## src/rtl/writeback_queue_pkg.sv

```systemverilog
// writeback_queue shared types: register number, data word, queue entry.
// Optional build macro used by this slice: WB_PENDING_MASK_EN.
package kl_pkg;
  localparam int NUM_REGS = 8;

  typedef logic [2:0]  reg_num_t;
  typedef logic [15:0] word_t;

  typedef struct packed {
    reg_num_t num;
    word_t    data;
  } wb_entry_t;
endpackage

```

## src/rtl/writeback_queue_if.sv

```systemverilog
// Producer/regfile handshake bundle for writeback_queue.
// pending_mask_out exists only under WB_PENDING_MASK_EN.
interface writeback_queue_if #(
  parameter int DEPTH = 4
);
  import kl_pkg::*;
  localparam int CW = $clog2(DEPTH) + 1;

  logic          alu_valid_in;
  reg_num_t      alu_num_in;
  word_t         alu_data_in;
  logic          alu_ready_out;
  logic          mem_valid_in;
  reg_num_t      mem_num_in;
  word_t         mem_data_in;
  logic          mem_ready_out;
  logic          write0_out;
  logic          write1_out;
  reg_num_t      num_write0_out;
  reg_num_t      num_write1_out;
  word_t         data_write0_out;
  word_t         data_write1_out;
  logic [CW-1:0] count_out;
`ifdef WB_PENDING_MASK_EN
  logic [NUM_REGS-1:0] pending_mask_out;
`endif

`ifdef WB_PENDING_MASK_EN
  modport master (
    output alu_valid_in, alu_num_in, alu_data_in,
    output mem_valid_in, mem_num_in, mem_data_in,
    input  alu_ready_out, mem_ready_out,
    input  write0_out, write1_out,
    input  num_write0_out, num_write1_out,
    input  data_write0_out, data_write1_out,
    input  count_out, pending_mask_out
  );
  modport slave (
    input  alu_valid_in, alu_num_in, alu_data_in,
    input  mem_valid_in, mem_num_in, mem_data_in,
    output alu_ready_out, mem_ready_out,
    output write0_out, write1_out,
    output num_write0_out, num_write1_out,
    output data_write0_out, data_write1_out,
    output count_out, pending_mask_out
  );
`else
  modport master (
    output alu_valid_in, alu_num_in, alu_data_in,
    output mem_valid_in, mem_num_in, mem_data_in,
    input  alu_ready_out, mem_ready_out,
    input  write0_out, write1_out,
    input  num_write0_out, num_write1_out,
    input  data_write0_out, data_write1_out,
    input  count_out
  );
  modport slave (
    input  alu_valid_in, alu_num_in, alu_data_in,
    input  mem_valid_in, mem_num_in, mem_data_in,
    output alu_ready_out, mem_ready_out,
    output write0_out, write1_out,
    output num_write0_out, num_write1_out,
    output data_write0_out, data_write1_out,
    output count_out
  );
`endif
endinterface

```

## src/rtl/writeback_queue.sv

```systemverilog
// Dual-producer writeback FIFO draining up to two regfile writes per cycle.
// WB_PENDING_MASK_EN adds a per-register pending mask output.
module writeback_queue
  import kl_pkg::*;
#(
  parameter int DEPTH = 4
) (
  input  logic              clk,
  input  logic              rst_n,
  writeback_queue_if.slave  bus
);
  localparam int PW = $clog2(DEPTH);
  localparam int CW = PW + 1;

  wb_entry_t     r_mem [DEPTH];
  logic [PW-1:0] r_head;
  logic [PW-1:0] r_tail;
  logic [CW-1:0] r_count;

  logic          w_rdy;
  logic          w_alu_go;
  logic          w_mem_go;
  logic          w_wr0;
  logic          w_wr1;
  logic [PW-1:0] w_head1;
  logic [PW-1:0] w_tail1;
  logic [CW-1:0] w_n_enq;
  logic [CW-1:0] w_n_drn;
  wb_entry_t     w_e0;
  wb_entry_t     w_e1;

  // ready looks only at registered count, so two entries always fit
  assign w_rdy    = (r_count <= CW'(DEPTH - 2));
  assign w_alu_go = bus.alu_valid_in & w_rdy;
  assign w_mem_go = bus.mem_valid_in & w_rdy;

  assign w_head1  = r_head + 1'b1;
  assign w_tail1  = r_tail + PW'(w_alu_go);
  assign w_e0     = r_mem[r_head];
  assign w_e1     = r_mem[w_head1];

  // same-register pair drains one at a time to keep program order
  assign w_wr0    = (r_count != '0);
  assign w_wr1    = (r_count >= CW'(2)) && (w_e1.num != w_e0.num);

  assign w_n_enq  = CW'(w_alu_go) + CW'(w_mem_go);
  assign w_n_drn  = CW'(w_wr0) + CW'(w_wr1);

  always_ff @(posedge clk or negedge rst_n) begin
    if (!rst_n) begin
      r_head  <= '0;
      r_tail  <= '0;
      r_count <= '0;
    end else begin
      r_head  <= r_head + PW'(w_n_drn);
      r_tail  <= r_tail + PW'(w_n_enq);
      r_count <= r_count + w_n_enq - w_n_drn;
    end
  end

  always_ff @(posedge clk) begin
    if (w_alu_go)
      r_mem[r_tail] <= {bus.alu_num_in, bus.alu_data_in};
    if (w_mem_go)
      r_mem[w_tail1] <= {bus.mem_num_in, bus.mem_data_in};
  end

  assign bus.alu_ready_out   = w_rdy;
  assign bus.mem_ready_out   = w_rdy;
  assign bus.write0_out      = w_wr0;
  assign bus.write1_out      = w_wr1;
  assign bus.num_write0_out  = w_e0.num;
  assign bus.num_write1_out  = w_e1.num;
  assign bus.data_write0_out = w_e0.data;
  assign bus.data_write1_out = w_e1.data;
  assign bus.count_out       = r_count;

`ifdef WB_PENDING_MASK_EN
  logic [NUM_REGS-1:0] w_mask;
  logic [PW-1:0]       w_off;

  always_comb begin
    w_mask = '0;
    w_off  = '0;
    for (int i = 0; i < DEPTH; i++) begin
      w_off = PW'(i) - r_head;
      if (CW'(w_off) < r_count)
        w_mask[r_mem[i].num] = 1'b1;
    end
  end

  assign bus.pending_mask_out = w_mask;
`endif
endmodule

```

## src/flat_wrapper.sv

```systemverilog
// flat-port wrapper written by rule: the top's interface ports become plain ports
module writeback_queue_flat import kl_pkg::*;
#(
  parameter int DEPTH = 4
)
  (clk, rst_n, bus_alu_valid_in, bus_alu_num_in, bus_alu_data_in, bus_mem_valid_in, bus_mem_num_in, bus_mem_data_in, bus_alu_ready_out, bus_mem_ready_out, bus_write0_out, bus_write1_out, bus_num_write0_out, bus_num_write1_out, bus_data_write0_out, bus_data_write1_out, bus_count_out);
  writeback_queue_if #(.DEPTH(DEPTH)) bus_i ();
  input  logic clk;
  input  logic rst_n;
  input wire logic [$bits(bus_i.alu_valid_in)-1:0] bus_alu_valid_in;
  input wire logic [$bits(bus_i.alu_num_in)-1:0] bus_alu_num_in;
  input wire logic [$bits(bus_i.alu_data_in)-1:0] bus_alu_data_in;
  input wire logic [$bits(bus_i.mem_valid_in)-1:0] bus_mem_valid_in;
  input wire logic [$bits(bus_i.mem_num_in)-1:0] bus_mem_num_in;
  input wire logic [$bits(bus_i.mem_data_in)-1:0] bus_mem_data_in;
  output wire logic [$bits(bus_i.alu_ready_out)-1:0] bus_alu_ready_out;
  output wire logic [$bits(bus_i.mem_ready_out)-1:0] bus_mem_ready_out;
  output wire logic [$bits(bus_i.write0_out)-1:0] bus_write0_out;
  output wire logic [$bits(bus_i.write1_out)-1:0] bus_write1_out;
  output wire logic [$bits(bus_i.num_write0_out)-1:0] bus_num_write0_out;
  output wire logic [$bits(bus_i.num_write1_out)-1:0] bus_num_write1_out;
  output wire logic [$bits(bus_i.data_write0_out)-1:0] bus_data_write0_out;
  output wire logic [$bits(bus_i.data_write1_out)-1:0] bus_data_write1_out;
  output wire logic [$bits(bus_i.count_out)-1:0] bus_count_out;
  assign bus_i.alu_valid_in = bus_alu_valid_in;
  assign bus_i.alu_num_in = bus_alu_num_in;
  assign bus_i.alu_data_in = bus_alu_data_in;
  assign bus_i.mem_valid_in = bus_mem_valid_in;
  assign bus_i.mem_num_in = bus_mem_num_in;
  assign bus_i.mem_data_in = bus_mem_data_in;
  assign bus_alu_ready_out = bus_i.alu_ready_out;
  assign bus_mem_ready_out = bus_i.mem_ready_out;
  assign bus_write0_out = bus_i.write0_out;
  assign bus_write1_out = bus_i.write1_out;
  assign bus_num_write0_out = bus_i.num_write0_out;
  assign bus_num_write1_out = bus_i.num_write1_out;
  assign bus_data_write0_out = bus_i.data_write0_out;
  assign bus_data_write1_out = bus_i.data_write1_out;
  assign bus_count_out = bus_i.count_out;
  writeback_queue #(.DEPTH(DEPTH)) u_core (.clk(clk), .rst_n(rst_n), .bus(bus_i));
endmodule
```

## config.mk

```make
export PLATFORM = sky130hd
export DESIGN_NAME = writeback_queue_flat
export DESIGN_NICKNAME = d
export VERILOG_FILES = /design/src/rtl/writeback_queue_pkg.sv /design/src/rtl/writeback_queue_if.sv /design/src/rtl/writeback_queue.sv /design/src/flat_wrapper.sv
export SDC_FILE = /design/constraint.sdc
export NUM_CORES = 1
export LEC_CHECK = 0
export ABC_AREA = 0
export CAP_MARGIN = 20
export CORE_MARGIN = 5
export CORE_UTILIZATION = 53
export CTS_CLUSTER_DIAMETER = 30
export DETAILED_ROUTE_END_ITERATION = 16
export GPL_TIMING_DRIVEN = 0
export PLACE_DENSITY = 0.8
export REMOVE_ABC_BUFFERS = 1
export SETUP_SLACK_MARGIN = 0.4
export SLEW_MARGIN = 15
export SYNTH_ARGS = -nofsm -noshare
export SYNTH_HDL_FRONTEND = slang
export SYNTH_SLANG_ARGS = --single-unit
```

## constraint.sdc

```tcl
create_clock -name clk -period 3.85 [get_ports clk]
set_input_delay 0.5775 -clock clk [delete_from_list [all_inputs] [get_ports clk]]
set_output_delay 0.5775 -clock clk [all_outputs]
set_load 0.01 [all_outputs]
```

==> results of run 1 <==
-- power by group --
part	total [mW]	internal, mW	switching (mW)
Clock	0.666	0.364	0.302
Combinational	2.77	1.61	1.16
Sequential	1.56	1.33	0.227
Total	5.00	3.31	1.69
-- flip-flops by register name (all words and copies together), names as in the netlist --
register	cells
u_core.r_tail	2
u_core.bus.count_out	3
u_core.r_mem	76
u_core.r_head	2
-- worst max path at each step --
stage                                          to  slack, ns  cells after the start
after global routing      u_core.bus.count_out[2]       0.43                     12
after CTS                 u_core.bus.count_out[2]       0.53                     11
after detailed placement  u_core.bus.count_out[2]       0.31                     11
after global placement    u_core.bus.count_out[2]      -0.72                     11
after floorplan           u_core.bus.count_out[2]      -0.45                     11
final                     u_core.bus.count_out[2]       0.70                     12
-- cell type report --
cell class | count | share of cell area [%]
sequential | 83 | 40.3
clock buffer | 11 | 2.15
timing repair buffer | 93 | 16.2
clock inverter | 5 | 1.27
tap | 111 | 2.27
multi-input combinational | 162 | 37.3
inverter | 8 | 0.491
-- synth_stat cells, types with 4 or more instances --
master	n	share of area [%]
sky130_fd_sc_hd__edfxtp_1	76	47
sky130_fd_sc_hd__mux2_2	62	14
sky130_fd_sc_hd__mux4_2	40	18
sky130_fd_sc_hd__xnor2_1	14	2.5
sky130_fd_sc_hd__mux2_4	13	4.0
sky130_fd_sc_hd__buf_2	8	0.82
sky130_fd_sc_hd__inv_1	8	0.62
sky130_fd_sc_hd__dfrtp_1	7	3.6
sky130_fd_sc_hd__ha_1	7	1.8
sky130_fd_sc_hd__buf_6	5	1.2
sky130_fd_sc_hd__nand2_1	4	0.31
sky130_fd_sc_hd__o2bb2ai_1	4	0.72
-- routing by layer --
| metal | global-route usage [%] | vias up | part of all wire, % |
|---|---|---|---|
| met4 | 6.48 | 0 | 1.6 |
| li1 | - | 1269 | - |
| met5 | 0 | - | 0 |
| met3 | 4.37 | 11 | 4.6 |
| met1 | 23.9 | 1446 | 40 |
| met2 | 33.7 | 89 | 54 |
-- repair_timing --
item,CTS,global route
hold buffers,0,0
pin swaps,0,0
cloned,0,0
endpoints found under the hold margin,0,0
setup buffers,1,1
resized for setup,0,0
setup endpoints to repair,2,1
-- cell families after synthesis --
family          count (synthesis)  synth area share [%]
flops                          83                  50.4
mux                           116                  37.0
fa+ha+maj                       9                  2.62
compound gates                  8                  1.41
simple gates                   13                  1.82
xor+xnor                       16                  2.87
buf+inv                        27                  3.90
==> results.py, run 1 <==
metrics = {
    "final_layout": {
        "area_growth_syn_to_layout_pct": 25.3,
        "final_util_pct": 67.1,
        "commonest_non_fill_non_tap_cells_in_the_layout": "sky130_fd_sc_hd__clkdlybuf4s50_1, sky130_fd_sc_hd__edfxtp_1, sky130_fd_sc_hd__mux2_2",
        "final_cells": 473,
        "multiInputGateArea_sq_mm": 0.00228,
        "number_of_inserted_diodes": 0,
        "final_layout_size_suffix_gt1_share_pct": 40.6,
        "regArea_sq_mm": 0.00246,
        "n_fill_cell": 625,
        "finish.instance_area_sq_mm": 0.00611,
        "layout.cells.most_common": "sky130_fd_sc_hd__clkdlybuf4s50_1",
        "nNetsFinal": 408,
    },
    "critical_path": {
        "critical_path_s_largest_stage_delay_ns": 0.62,
        "reg2reg_from": "u_core.r_head[1]",
        "crit_type": "flip-flop to flip-flop",
        "critical_path_peak_fanout": 28,
        "timing.critical_path.from_type": "flip-flop",
        "crit_path_top_delay_cell": "sky130_fd_sc_hd__dfrtp_2",
        "worst_r2r_endpoint": "u_core.bus.count_out[2]",
        "cp.arrival_ns": 3.38,
        "crit_path_cell_trace": "buf_12, mux4_2, xnor2_1, a31oi_1, ha_1, ha_1, inv_1, ha_1, inv_1, fa_1, xor2_1, xnor2_1",
        "ff2ff_path_depth": 12,
        "critical_path.startpoint": "u_core.r_head[1]",
        "timing.critical_path.max_delay_family": "adder cells",
        "critPathRequiredTime_ns": 4.07,
        "crit_path_frequent_cell": "sky130_fd_sc_hd__ha_1",
        "end_kind": "flip-flop",
        "timing.critical_path.buf_inv": 3,
        "regToRegSetupSlack_ns": 0.70,
    },
    "clock_tree": {
        "cts.htree.levels": 3,
        "clock_sink_count": 83,
        "clockRootBuffer": "sky130_fd_sc_hd__clkbuf_8",
        "cts_tree": "built",
        "cts_buffer_depth": 2,
        "clk_latency_ns": 0.34,
        "worst_setup_hold_path_clk_slew_ns": 0.08,
        "tritoncts.num_buffers": 9,
    },
    "global_route": {
        "largest_net_degree_at_the_start_of_global_routing": 29,
        "grt_overflow": 0,
        "antenna_found_initial": 0,
        "wire_length_of_the_first_global_routing_pass_um": 16700,
        "first_global_vias": 3147,
        "total_routing_usage_gr_pct": 19.3,
    },
    "power": {
        "total_leakage_power_nw": 2.12,
        "power-per-cell-area_mw_per_mm2": 817,
        "total_power_mw": 5.00,
        "vdd_ir_drop_max_uv": 424,
    },
    "sta": {
        "tightestPinTransition_ns": 1.09,
        "post-route-worst-setup-slack_ns": 0.699,
        "hold_viol": 0,
        "finalSetupViolCount": 0,
        "finalCriticalPeriod_ns": 3.15,
        "setup_tns_ns": 0,
        "worst_hold_check_slack_ns": 0.497,
        "rsz0062_at_grt": "false",
        "timing.slew.headroom_pct": 27.0,
        "post-route-period-util_pct": 81.9,
        "fin_worst_skew_ns": 0.0102,
        "max_clock_freq_mhz": 317,
        "final-max-slew-violation-count": 0,
    },
    "worst_hold_path": {
        "worstHoldPathType": "input port to asynchronous set/reset pin",
    },
    "floorplan": {
        "core_area_sq_mm": 0.00911,
        "io_pins": 87,
        "num_rows": 35,
        "fp.dieW_um": 106,
        "die_area_sq_mm": 0.0112,
        "start_util_pct": 53.6,
        "die_y_um": 106,
    },
    "logic_synthesis": {
        "synth_area_sq_mm": 0.00488,
        "synth-warning-count": 0,
        "yosys.cell_types.count": 31,
        "postSynth.asyncResetShare_pct": 8.43,
        "ys_seq_elements": 83,
        "postSynth.topFlopCell": "sky130_fd_sc_hd__edfxtp_1",
        "synthesis.area_per_instance_sq_um": 17.9,
        "synth-edff-count": 76,
        "synthCells": 272,
        "sequential_fraction_of_the_synthesis_area_pct": 50.4,
    },
    "placement": {
        "gpl.final_weighted_congestion": 0.739,
        "dp.cells": 453,
        "port-buffer-count": 86,
        "sum_of_net_half_perimeters_after_detailed_placement_um": 6910,
        "placement.cell_area_sq_mm": 0.00582,
        "placement.setup.worst_slack_ns": 0.312,
    },
    "outcome": {
        "run_status": "finished, final reports clean",
    },
    "detailed_routing": {
        "wire_per_inst_um": 21.8,
        "drc": 0,
        "detail_route.wirelength_um": 10300,
        "vias_per_cell": 5.95,
        "postRouteAntennaNets": 0,
        "total_number_of_vias": 2815,
        "first_iter_violations": 120,
        "detailedRoute.firstPassIterationCount": 4,
    },
    "job": {
        "number_of_maximum_capacitance_constraint_violations": 0,
    },
}
Note: power is estimated with default switching activity, not from simulation.
==> run 2: changes to the inputs <==
Settings changed: CORE_UTILIZATION 53 to 48, PLACE_DENSITY 0.8 to 0.77.
Clock period 3.85 ns to 2.6 ns, I/O delays scaled along.
==> results.py, run 2 (synthesized netlist as in run 1, its figures left out) <==
metrics = {
    "critical_path": {
        "critical_path.startpoint": "u_core.r_head[0]",
        "crit_path_top_delay_cell": "sky130_fd_sc_hd__mux4_2",
        "crit_path_frequent_cell": "sky130_fd_sc_hd__ha_1",
        "critical_path_s_largest_stage_delay_ns": 0.56,
        "timing.critical_path.from_type": "flip-flop",
        "crit_path_cell_trace": "mux4_2, xnor2_2, a31oi_2, ha_1, ha_1, inv_1, ha_1, inv_2, fa_2, xor2_2, xnor2_1",
        "crit_type": "flip-flop to flip-flop",
        "critPathRequiredTime_ns": 2.84,
        "end_kind": "flip-flop",
        "reg2reg_from": "u_core.r_head[0]",
        "critical_path_peak_fanout": 4,
        "cp.arrival_ns": 3.27,
    },
    "detailed_routing": {
        "detailedRoute.firstPassIterationCount": 4,
        "postRouteAntennaNets": 0,
        "drc": 0,
        "vias_per_cell": 5.56,
        "first_iter_violations": 132,
        "detail_route.wirelength_um": 11900,
        "wire_per_inst_um": 22.4,
        "total_number_of_vias": 2971,
    },
    "power": {
        "power-per-cell-area_mw_per_mm2": 1220,
        "power.share.combinational_pct": 62.7,
        "total_leakage_power_nw": 2.64,
        "power_switching_share_pct": 35.1,
        "sequentialPowerShare_pct": 26.9,
        "vdd_ir_drop_max_uv": 607,
        "share_clk_of_total_power_pct": 10.4,
        "switchingPower_mw": 2.93,
        "internal_power_mw": 5.42,
    },
    "placement": {
        "sum_of_net_half_perimeters_after_detailed_placement_um": 7200,
        "placement.setup.worst_slack_ns": -1.00,
        "gpl.final_weighted_congestion": 0.747,
        "placement.cell_area_sq_mm": 0.00588,
        "port-buffer-count": 86,
    },
    "global_route": {
        "wire_length_of_the_first_global_routing_pass_um": 17700,
        "grt_overflow": 0,
        "first_global_vias": 3252,
        "antenna_found_initial": 0,
        "total_routing_usage_gr_pct": 19.0,
        "largest_net_degree_at_the_start_of_global_routing": 15,
    },
    "sta": {
        "rsz0062_at_grt": "true",
        "tightestPinTransition_ns": 0.497,
        "finalSetupViolCount": 2,
        "final-max-slew-violation-count": 0,
        "finalCriticalPeriod_ns": 3.03,
        "post-route-worst-setup-slack_ns": -0.435,
        "post-route-period-util_pct": 117,
        "worst_hold_check_slack_ns": 0.306,
        "max_clock_freq_mhz": 330,
        "fin_worst_skew_ns": 0.00543,
        "hold_viol": 0,
        "timing.slew.headroom_pct": 66.9,
    },
    "clock_tree": {
        "cts.htree.levels": 3,
        "clk_latency_ns": 0.35,
        "clock_sink_count": 83,
        "tritoncts.num_buffers": 9,
        "cts_buffer_depth": 2,
        "clockRootBuffer": "sky130_fd_sc_hd__clkbuf_8",
        "worst_setup_hold_path_clk_slew_ns": 0.07,
        "cts_hold_buffers": 0,
        "cts_tree": "built",
    },
    "job": {
        "number_of_maximum_capacitance_constraint_violations": 0,
    },
    "floorplan": {
        "fp.dieW_um": 111,
        "num_rows": 36,
        "die_y_um": 111,
        "core_area_sq_mm": 0.00986,
        "start_util_pct": 49.5,
        "die_area_sq_mm": 0.0123,
        "io_pins": 87,
    },
    "final_layout": {
        "n_fill_cell": 626,
        "final_layout_size_suffix_gt1_share_pct": 53.4,
        "area_growth_syn_to_layout_pct": 40.5,
        "largest-register": "u_core.r_mem",
        "largest_register_ff_count": 76,
        "finish.instance_area_sq_mm": 0.00686,
        "commonest_non_fill_non_tap_cells_in_the_layout": "sky130_fd_sc_hd__edfxtp_1, sky130_fd_sc_hd__clkdlybuf4s50_1, sky130_fd_sc_hd__mux4_2",
        "nNetsFinal": 448,
        "layout.cells.most_common": "sky130_fd_sc_hd__edfxtp_1",
        "number_of_inserted_diodes": 0,
    },
    "outcome": {
        "violations_in_the_final_reports": "negative setup slack",
        "run_status": "finished, violations left",
    },
    "worst_hold_path": {
        "worstHoldPathType": "input port to asynchronous set/reset pin",
    },
}
run 2: metrics by stage:
step / utilization, % / setup TNS [ns] / total power, mW / std cells
2_1_floorplan: - / -24.21 / 4.64 / 253
4_1_cts: 66.9 / -0.810 / 7.93 / 522
6_report: 69.5 / -0.764 / 8.35 / 534
5_1_grt: 69.5 / -1.08 / 8.79 / 534
3_5_place_dp: 59.6 / -40.33 / 6.38 / 478
3_3_place_gp: 58.2 / -152.71 / 6.16 / 472
run 2: worst max-delay path: cells and delay by family (launching register included):
family                   cells  cell delay [ns]
AO/OA/AOI/OAI                1             0.13
XOR/XNOR                     3             0.52
adder cells (fa/ha/maj)      4             1.13
buffers and inverters        2             0.12
flip-flops                   1             0.47
multiplexers                 1             0.56
run 2: routing by layer:
layer  GRT usage, %  part of all wire, %  wire length (um)  vias to the layer above
met5              0                    0                 0                        -
met4           7.80                  2.1               253                        0
met3           4.31                  4.2               504                       18
met2           35.0                   55              6620                       64
met1           21.0                   38              4560                     1540
li1               -                    -                 -                     1349
run 2: final timing paths:
kind	to	slack (ns)	depth (start not counted)
setup / recovery	u_core.bus.count_out[2]	-0.43	11
hold / removal	u_core.bus.count_out[0]	0.31	1
setup reg to reg	u_core.bus.count_out[2]	-0.43	11
hold reg to reg	u_core.bus.count_out[2]	0.66	2
max in group asynchronous	u_core.r_head[1]	2.01	1
min in group clk	u_core.bus.count_out[2]	0.66	2
run 2: final cells by class:
cell class	instances	area, sq um	area share (%)
clock inverter	4	42.5	0.620
sequential	83	2470	36.0
clock buffer	11	131	1.92
inverter	8	32.5	0.474
timing repair buffer	132	1480	21.6
multi-input combinational	163	2530	36.9
tap	133	166	2.43
run 2: what timing repair did:
item / in CTS / in global routing
buffers inserted: 26 / 10
pin swaps: 13 / 4
setup endpoints to repair: 196 / 117
gates resized for setup: 112 / 37
cloned: 3 / 2
run 2: power groups by stage:
stage	registers [mW]	logic [mW]	clock network, mW
5_1_grt	2.29	5.57	0.936
4_1_cts	2.23	4.81	0.884
3_3_place_gp	2.48	3.69	0
2_1_floorplan	2.37	2.27	0
6_report	2.25	5.23	0.868
3_5_place_dp	2.44	3.94	0
